$ cat src/rtl/fifo_pop_ctrl.sv
// fifo_pop_ctrl: drains a FIFO in bursts (or to empty on flush) through a
// 2-entry skid buffer onto a valid/ready output, counting delivered words.
module fifo_pop_ctrl #(
   parameter int DATA_WIDTH = 12,
   parameter int BURST_LEN  = 4,
   parameter int CNT_WIDTH  = 16
) (
   input  logic                  clk,
   input  logic                  Reset,
   input  logic                  Enable,
   input  logic                  flush,
   input  logic                  FIFO_empty,
   input  logic                  FIFO_almost_empty,
   input  logic [DATA_WIDTH-1:0] FIFO_data_out,
   output logic                  read_enable,
   output logic [DATA_WIDTH-1:0] data_out,
   output logic                  data_valid,
   input  logic                  data_ready,
   output logic                  busy,
   output logic [CNT_WIDTH-1:0]  words_out
);

   localparam logic [1:0] IDLE  = 2'd0;
   localparam logic [1:0] BURST = 2'd1;
   localparam logic [1:0] FLUSH = 2'd2;
   localparam logic [3:0] BURST_LAST = 4'(BURST_LEN - 1);

   logic [1:0]            state_r;
   logic [1:0]            state_nxt_s;
   logic [3:0]            burst_cnt_r;
   logic [3:0]            burst_cnt_nxt_s;
   logic [1:0]            occ_r;
   logic [1:0]            occ_nxt_s;
   logic                  inflight_r;
   logic [DATA_WIDTH-1:0] head_r;
   logic [DATA_WIDTH-1:0] head_nxt_s;
   logic [DATA_WIDTH-1:0] tail_r;
   logic [DATA_WIDTH-1:0] tail_nxt_s;
   logic [CNT_WIDTH-1:0]  words_out_r;
   logic                  active_s;
   logic                  pop_s;
   logic                  credit_s;
   logic                  read_s;

   // A pop in the same cycle frees a slot, which keeps 1 word/cycle
   // sustained while still never exceeding two buffered-or-pending words.
   assign active_s = (state_r == BURST) || (state_r == FLUSH);
   assign pop_s    = (occ_r != 2'd0) && data_ready;
   assign credit_s = ((occ_r + {1'b0, inflight_r}) < 2'd2) || pop_s;
   assign read_s   = active_s && Enable && !FIFO_empty && credit_s;

   assign read_enable = read_s;
   assign data_out    = head_r;
   assign data_valid  = (occ_r != 2'd0);
   assign busy        = (state_r != IDLE) || (occ_r != 2'd0) || inflight_r;
   assign words_out   = words_out_r;

   // Next-state and burst counter logic.
   always_comb begin
      state_nxt_s     = state_r;
      burst_cnt_nxt_s = burst_cnt_r;
      case (state_r)
         IDLE: begin
            burst_cnt_nxt_s = 4'd0;
            if (Enable && !FIFO_almost_empty) begin
               state_nxt_s = BURST;
            end else if (Enable && flush && !FIFO_empty) begin
               state_nxt_s = FLUSH;
            end else begin
               state_nxt_s = IDLE;
            end
         end
         BURST: begin
            if ((read_s && (burst_cnt_r == BURST_LAST)) || FIFO_empty ||
                FIFO_almost_empty || !Enable) begin
               state_nxt_s     = IDLE;
               burst_cnt_nxt_s = 4'd0;
            end else if (read_s) begin
               state_nxt_s     = BURST;
               burst_cnt_nxt_s = burst_cnt_r + 4'd1;
            end else begin
               state_nxt_s     = BURST;
               burst_cnt_nxt_s = burst_cnt_r;
            end
         end
         FLUSH: begin
            burst_cnt_nxt_s = 4'd0;
            if ((FIFO_empty && !inflight_r) || !flush || !Enable) begin
               state_nxt_s = IDLE;
            end else begin
               state_nxt_s = FLUSH;
            end
         end
         default: begin
            state_nxt_s     = IDLE;
            burst_cnt_nxt_s = 4'd0;
         end
      endcase
   end

   // Skid buffer: the in-flight word lands at the tail, pops shift from the head.
   always_comb begin
      head_nxt_s = head_r;
      tail_nxt_s = tail_r;
      occ_nxt_s  = occ_r;
      case ({inflight_r, pop_s})
         2'b10: begin
            occ_nxt_s = occ_r + 2'd1;
            if (occ_r == 2'd0) begin
               head_nxt_s = FIFO_data_out;
            end else begin
               tail_nxt_s = FIFO_data_out;
            end
         end
         2'b01: begin
            occ_nxt_s  = occ_r - 2'd1;
            head_nxt_s = tail_r;
         end
         2'b11: begin
            occ_nxt_s = occ_r;
            if (occ_r == 2'd1) begin
               head_nxt_s = FIFO_data_out;
            end else begin
               head_nxt_s = tail_r;
               tail_nxt_s = FIFO_data_out;
            end
         end
         default: begin
            occ_nxt_s = occ_r;
         end
      endcase
   end

   // State, buffer and counter registers.
   always_ff @(posedge clk or posedge Reset) begin
      if (Reset) begin
         state_r     <= IDLE;
         burst_cnt_r <= 4'd0;
         occ_r       <= 2'd0;
         inflight_r  <= 1'b0;
         head_r      <= '0;
         tail_r      <= '0;
         words_out_r <= '0;
      end else begin
         state_r     <= state_nxt_s;
         burst_cnt_r <= burst_cnt_nxt_s;
         occ_r       <= occ_nxt_s;
         inflight_r  <= read_s;
         head_r      <= head_nxt_s;
         tail_r      <= tail_nxt_s;
         if (pop_s) begin
            words_out_r <= words_out_r + CNT_WIDTH'(1);
         end else begin
            words_out_r <= words_out_r;
         end
      end
   end

endmodule
$ cat config.mk
export PLATFORM = sky130hd
export DESIGN_NAME = fifo_pop_ctrl
export DESIGN_NICKNAME = d
export VERILOG_FILES = /design/src/rtl/fifo_pop_ctrl.sv
export SDC_FILE = /design/constraint.sdc
export NUM_CORES = 1
export LEC_CHECK = 0
export BUFFER_PORTS_ARGS = -buffer_cell sky130_fd_sc_hd__buf_2
export CORE_ASPECT_RATIO = 0.8
export CORE_MARGIN = 1
export CORE_UTILIZATION = 54
export CTS_CLUSTER_DIAMETER = 80
export CTS_CLUSTER_SIZE = 8
export DETAILED_ROUTE_END_ITERATION = 6
export MAX_ROUTING_LAYER = met4
export PLACE_DENSITY = 0.82
export SLEW_MARGIN = 5
export SYNTH_ARGS = -nofsm -noshare
export SYNTH_HDL_FRONTEND = slang
export SYNTH_SLANG_ARGS = --single-unit
$ cat constraint.sdc
create_clock -name clk -period 2.42 [get_ports clk]
set_input_delay 0.484 -clock clk [delete_from_list [all_inputs] [get_ports clk]]
set_output_delay 0.484 -clock clk [all_outputs]
set_load 0.01 [all_outputs]
=== Word-level counts from Yosys, hierarchy flattened ===
Cells that the tools add are included.

* Add/sub/neg operators: 5
* $lt $le $gt $ge: 1
* Equality and inequality tests: 11
* Muxes and demuxes: 15
* Reduce and logical (&&, ||, !) cells: 32

{| class="wikitable"
|+ Operators by type and width
! kind !! count
|-
| two-way mux 12 bit || 4
|-
| one-hot mux 12 bit (3 select lines) || 1
|-
| one-hot mux 12 bit (2 select lines) || 1
|-
| adder 16 x 1 -> 16 bit (second input constant) || 1
|-
| two-way mux 4 bit || 3
|-
| logical AND 1 bit || 9
|-
| logical OR 1 bit || 9
|-
| nonzero test 2 bit || 4
|-
| equality test 2 x 1 -> 1 bit (second input constant) || 3
|-
| equality test 2 bit (second input constant) || 3
|-
| two-way mux 2 bit || 3
|-
| != test 2 bit (second input constant) || 3
|-
| one-hot mux 2 bit (3 select lines) || 1
|-
| logical NOT 1 bit || 5
|-
| adder 4 x 1 -> 4 bit (second input constant) || 1
|-
| equality test 4 x 2 -> 1 bit (second input constant) || 1
|-
| logical NOT 2 bit || 2
|-
| one-hot mux 2 bit (2 select lines) || 1
|-
| != test 3 x 2 -> 1 bit (second input constant) || 1
|-
| AND reduction 3 bit || 1
|-
| nonzero test 3 bit || 1
|-
| adder 2 x 1 -> 2 bit || 1
|-
| adder 2 x 1 -> 2 bit (second input constant) || 1
|-
| less-than comparator 2 bit (second input constant) || 1
|-
| other kinds (3) || 3
|}

* Register bits after elaboration: 49
* Input bits: 19
* Output and inout bits: 31
* Word-level logic and storage cells: 71

=== Logic depth before layout (Yosys ltp) ===
* Depth in word-level cells: 11
* Depth in mapped cells: 10
* Depth with buffers taken out: 8

=== Worst setup path after synthesis ===
No wires, ideal clock.

* Path kind: register to register
* From: register occ_r[0]
* To: register tail_r[0]
* Setup time: 0.125 ns
* Data arrival time: 2.051 ns
* Required time: 2.295 ns
* Path slack: 0.244 ns
* Stages on the path, launching flop included: 10
* Buffers on the path: 2
* Clock period less this slack: 2.176 ns
* Cells stage by stage: dfrtp_1 > inv_1 > ha_1 > nor2b_2 > buf_6 > inv_2 > ha_1 > o211ai_1 > buf_2 > mux2_2

* Longest elaborated chain between the ends: 5
* Elaborated cells between the ends (all ways): 11
* Classes of those cells: eq/ne (5); mux (1); reduce/logical (5)

{| class="wikitable"
|+ RTL lines
! item !! RTL line !! source
|-
| start, declared || 32 || <nowiki>logic [1:0] occ_r;</nowiki>
|-
| start signal, assigned || 147 || <nowiki>occ_r <= occ_nxt_s;</nowiki>
|-
| nonzero test 2 bit || 48 || <nowiki>assign pop_s = (occ_r != 2'd0) && data_ready;</nowiki>
|-
| logical AND 1 bit || 48 ||
|-
| equality test 2 bit || 106 || <nowiki>case ({inflight_r, pop_s})</nowiki>
|-
| != test 2 bit (no source line) / nonzero test 2 bit (equally long branches) || - ||
|-
| AND reduction 3 bit (no source line) || - ||
|-
| end signal, assigned || 150 || <nowiki>tail_r <= tail_nxt_s;</nowiki>
|-
| end, declared || 37 || <nowiki>logic [DATA_WIDTH-1:0] tail_r;</nowiki>
|}

Several ways; a longest one is shown, not always the timed one.
A chain may end at the register's enable or synchronous reset.

=== Final worst setup path ===
* From: register occ_r[0]
* To: output port read_enable

* Longest elaborated chain between the ends: 4
* Elaborated cells between the ends (all ways): 6
* Classes of those cells: add/sub (1); order compare (1); reduce/logical (4)

{| class="wikitable"
|+ RTL lines
! item !! RTL line !! source
|-
| adder 2 x 1 -> 2 bit / nonzero test 2 bit (equally long branches) || 49, 48 ||
|-
| less-than comparator 2 bit / logical AND 1 bit (equally long branches) || 49, 48 ||
|-
| logical OR 1 bit * || 49 || <nowiki>assign credit_s = ((occ_r + {1'b0, inflight_r}) < 2'd2) || pop_s;</nowiki>
|-
| logical AND 1 bit * || 50 || <nowiki>assign read_s = active_s && Enable && !FIFO_empty && credit_s;</nowiki>
|-
| end, declared || 15 || <nowiki>output logic read_enable,</nowiki>
|}

Every way passes the cells marked *; elsewhere a longest branch is shown, timed or not.

==> metrics.yaml <==
status: "finished, final reports clean"
vias: 1712
hold_violations: 0
r2r-end: "tail_r[0]"
switching_share: 0.3440
die_x_um: 75.46
fin_setup_tns_ps: 0
num_io_pins: 50
period_needed_ps: 2268
wl_um: 4310
synth.most_common_cell: "dfrtp_1"
vdd_drop_max_mv: 0.6238
wl_per_cell_um: 13.30
post_drt_via_cell_ratio: 5.284
rows: 20
synth_area_leader_cell: "dfrtp_1"
powerDensity_nw_per_um2: 1016
area_growth_pct: 19.06
worst_slew_pin_slew_ps: 489.1
p_int_mw: 1.849
hp-class: "primary input to asynchronous set/reset pin"
cts_resized: 0
grt_pass1_vias: 1534
pwr-share-seq: 0.453
coreArea_sq_um: 3954
r2r-start: "occ_r[0]"
initial_core_util: 0.5896
synthTopCellsByArea: "dfrtp_1 (53%), ha_1 (5.9%), mux2_2 (5.8%)"
synth_cells: 211
r2r_cells: 8
clock_latency_ps: 300
synth-seq-area-share: 0.5260
slew_headroom: 0.6735
power.leakage_nw: 1.348
synth.cells.most_frequent: "dfrtp_1 (49), nand2_1 (28), o21ai_0 (20)"
top_layer_used: "met4"
h-tree-depth: 2
drive_gt1_frac: 0.3086
synth_top_flop_cell: "dfrtp_1"
place_congestion: 0.8117
dieHeight_um: 60.77
path_clk_slew_ps: 90
root_buffer: "clkbuf_8"
comb_power_share: 0.345
ys_seq_elements: 49
grt_usage: 0.2140
dpl.hpwl_um: 3239
hold_buffers: 0
fin_crit_sh: 0.9370
finalMaxSlewViolations: 0
crit_required_ps: 1940
crit_path_end_kind: "output pin"
postSynthAreaPerCell_sq_um: 11.05
antenna-diode-count: 0
fmax_mhz: 441.0
crit_path_start: "occ_r[0]"
postCtsSetupRepairBufs: 0
startpoint_type: "flop"
dieArea_sq_um: 4585
synth_cell_types: 36
setup_viol: 0
grt_max_degree: 25
fin_nets: 298
drv_cap: 0
wl_met2_um: 1963
net-switching-power_mw: 0.9699
drc_errors: 0
first_pass_iters: 4
syn_area_sq_um: 2331
syn_nets: 241
grt_first_pass_wirelength_um: 6955
drtIter0Drc: 55
cts_buffers: 5
fin_worst_skew_ps: 9.939
ant_nets: 0
crit_type: "flop to output pin"
synth_edf_count: 0
antenna_found_initial: 0
cts_tree: "done"
clockBufferDepth: 2
rsz0062_at_grt: "no"
synth_top_area_share: 0.5260
fill_cells: 322
io_buffers: 49
seq_area_sq_um: 1226
total_power_mw: 2.819
wl_met3_um: 172
cp_max_fo: 9
clock_sinks: 49
synthArstFlopShare: 1.000
r2r_slack_ps: 310
overflow: 0
ys_warn_count: 0
cp.arrival_ps: 1780
met1_length_um: 2119
clkPwrFrac: 0.203
multi_input_area_sq_um: 1037
[cells in the final DEF (no fill, tap or decap), types with 3 or more instances in the layout]
master,n
ha_1,11
buf_2,49
a22oi_1,12
nand3_1,7
buf_4,7
a21oi_1,6
o21ai_0,20
nand4_1,5
nand3b_1,3
mux2_2,12
xnor2_1,12
clkbuf_8,5
nand2_1,28
inv_1,7
dfrtp_1,49
nor2_1,5
xor2_1,4
[flip-flops by register name, summed over array words and instances, names as in the netlist]
register and count:
words_out 16, inflight_r 1, occ_r 2, data_out 12, burst_cnt_r 4, state_r 2
tail_r 12
[worst max-delay path by stage]
stage	slack (ps)	endpoint
after floorplan	240	tail_r[0]
after CTS	160	read_enable
final	150	read_enable
after global routing	30	read_enable
after global placement	440	tail_r[10]
after detailed placement	330	tail_r[3]
[power by group through the flow]
stage | Clock [mW] | Combinational, mW | Sequential, mW
2_1_floorplan | 0 | 0.587 | 1.33
3_3_place_gp | 0 | 0.947 | 1.27
3_5_place_dp | 0 | 0.973 | 1.29
4_1_cts | 0.584 | 0.982 | 1.27
5_1_grt | 0.623 | 1.09 | 1.31
6_report | 0.572 | 0.971 | 1.28
[per-stage QoR]
| step | instance area [sq um] | setup slack, ps | hold slack (ps) | cells | util |
|---|---|---|---|---|---|
| 6_report | 2775 | 152.4 | 194.7 | 324 | 0.7019 |
| 5_1_grt | 2775 | 28.73 | 227.5 | 324 | 0.7019 |
| 4_1_cts | 2775 | 155.0 | 208.0 | 324 | 0.7019 |
| 3_5_place_dp | 2664 | 329.3 | 460.6 | 316 | 0.6737 |
| 3_3_place_gp | 2664 | 443.2 | 456.0 | 316 | 0.6737 |
| 2_1_floorplan | 2331 | 244.0 | 478.0 | 211 | - |
[layer usage]
metal,GRT usage,vias up
met5,-,-
li1,-,859
met4,0.07143,0
met1,0.2822,811
met2,0.3278,34
met3,0.04983,8
[kinds of logic after synthesis]
| kind of cell | Yosys count | synth area share |
|---|---|---|
| AND/OR/NAND/NOR | 65 | 0.1519 |
| buffers and inverters | 15 | 0.02898 |
| AO/OA/AOI/OAI | 43 | 0.1160 |
| adder cells (fa/ha/maj) | 11 | 0.05904 |
| multiplexers | 12 | 0.05797 |
| XOR/XNOR | 16 | 0.06012 |
| flip-flops | 49 | 0.5260 |
[layout make-up]
class,instances,area share
Sequential cell,49,0.4418
Multi-Input combinational cell,147,0.3738
Timing Repair Buffer,56,0.1073
Clock buffer,6,0.02615
Tap cell,55,0.02480
Clock inverter,2,0.01398
Inverter,9,0.01217
[critical path, cell delays in order, from the launching register on]
cell     delay (ps)
dfrtp_1         430
inv_1            70
ha_1            220
nor2b_2         180
buf_4           190
a21oi_4          60
nor2_1          180
buf_2           160
(Power assumes the default switching activity.)
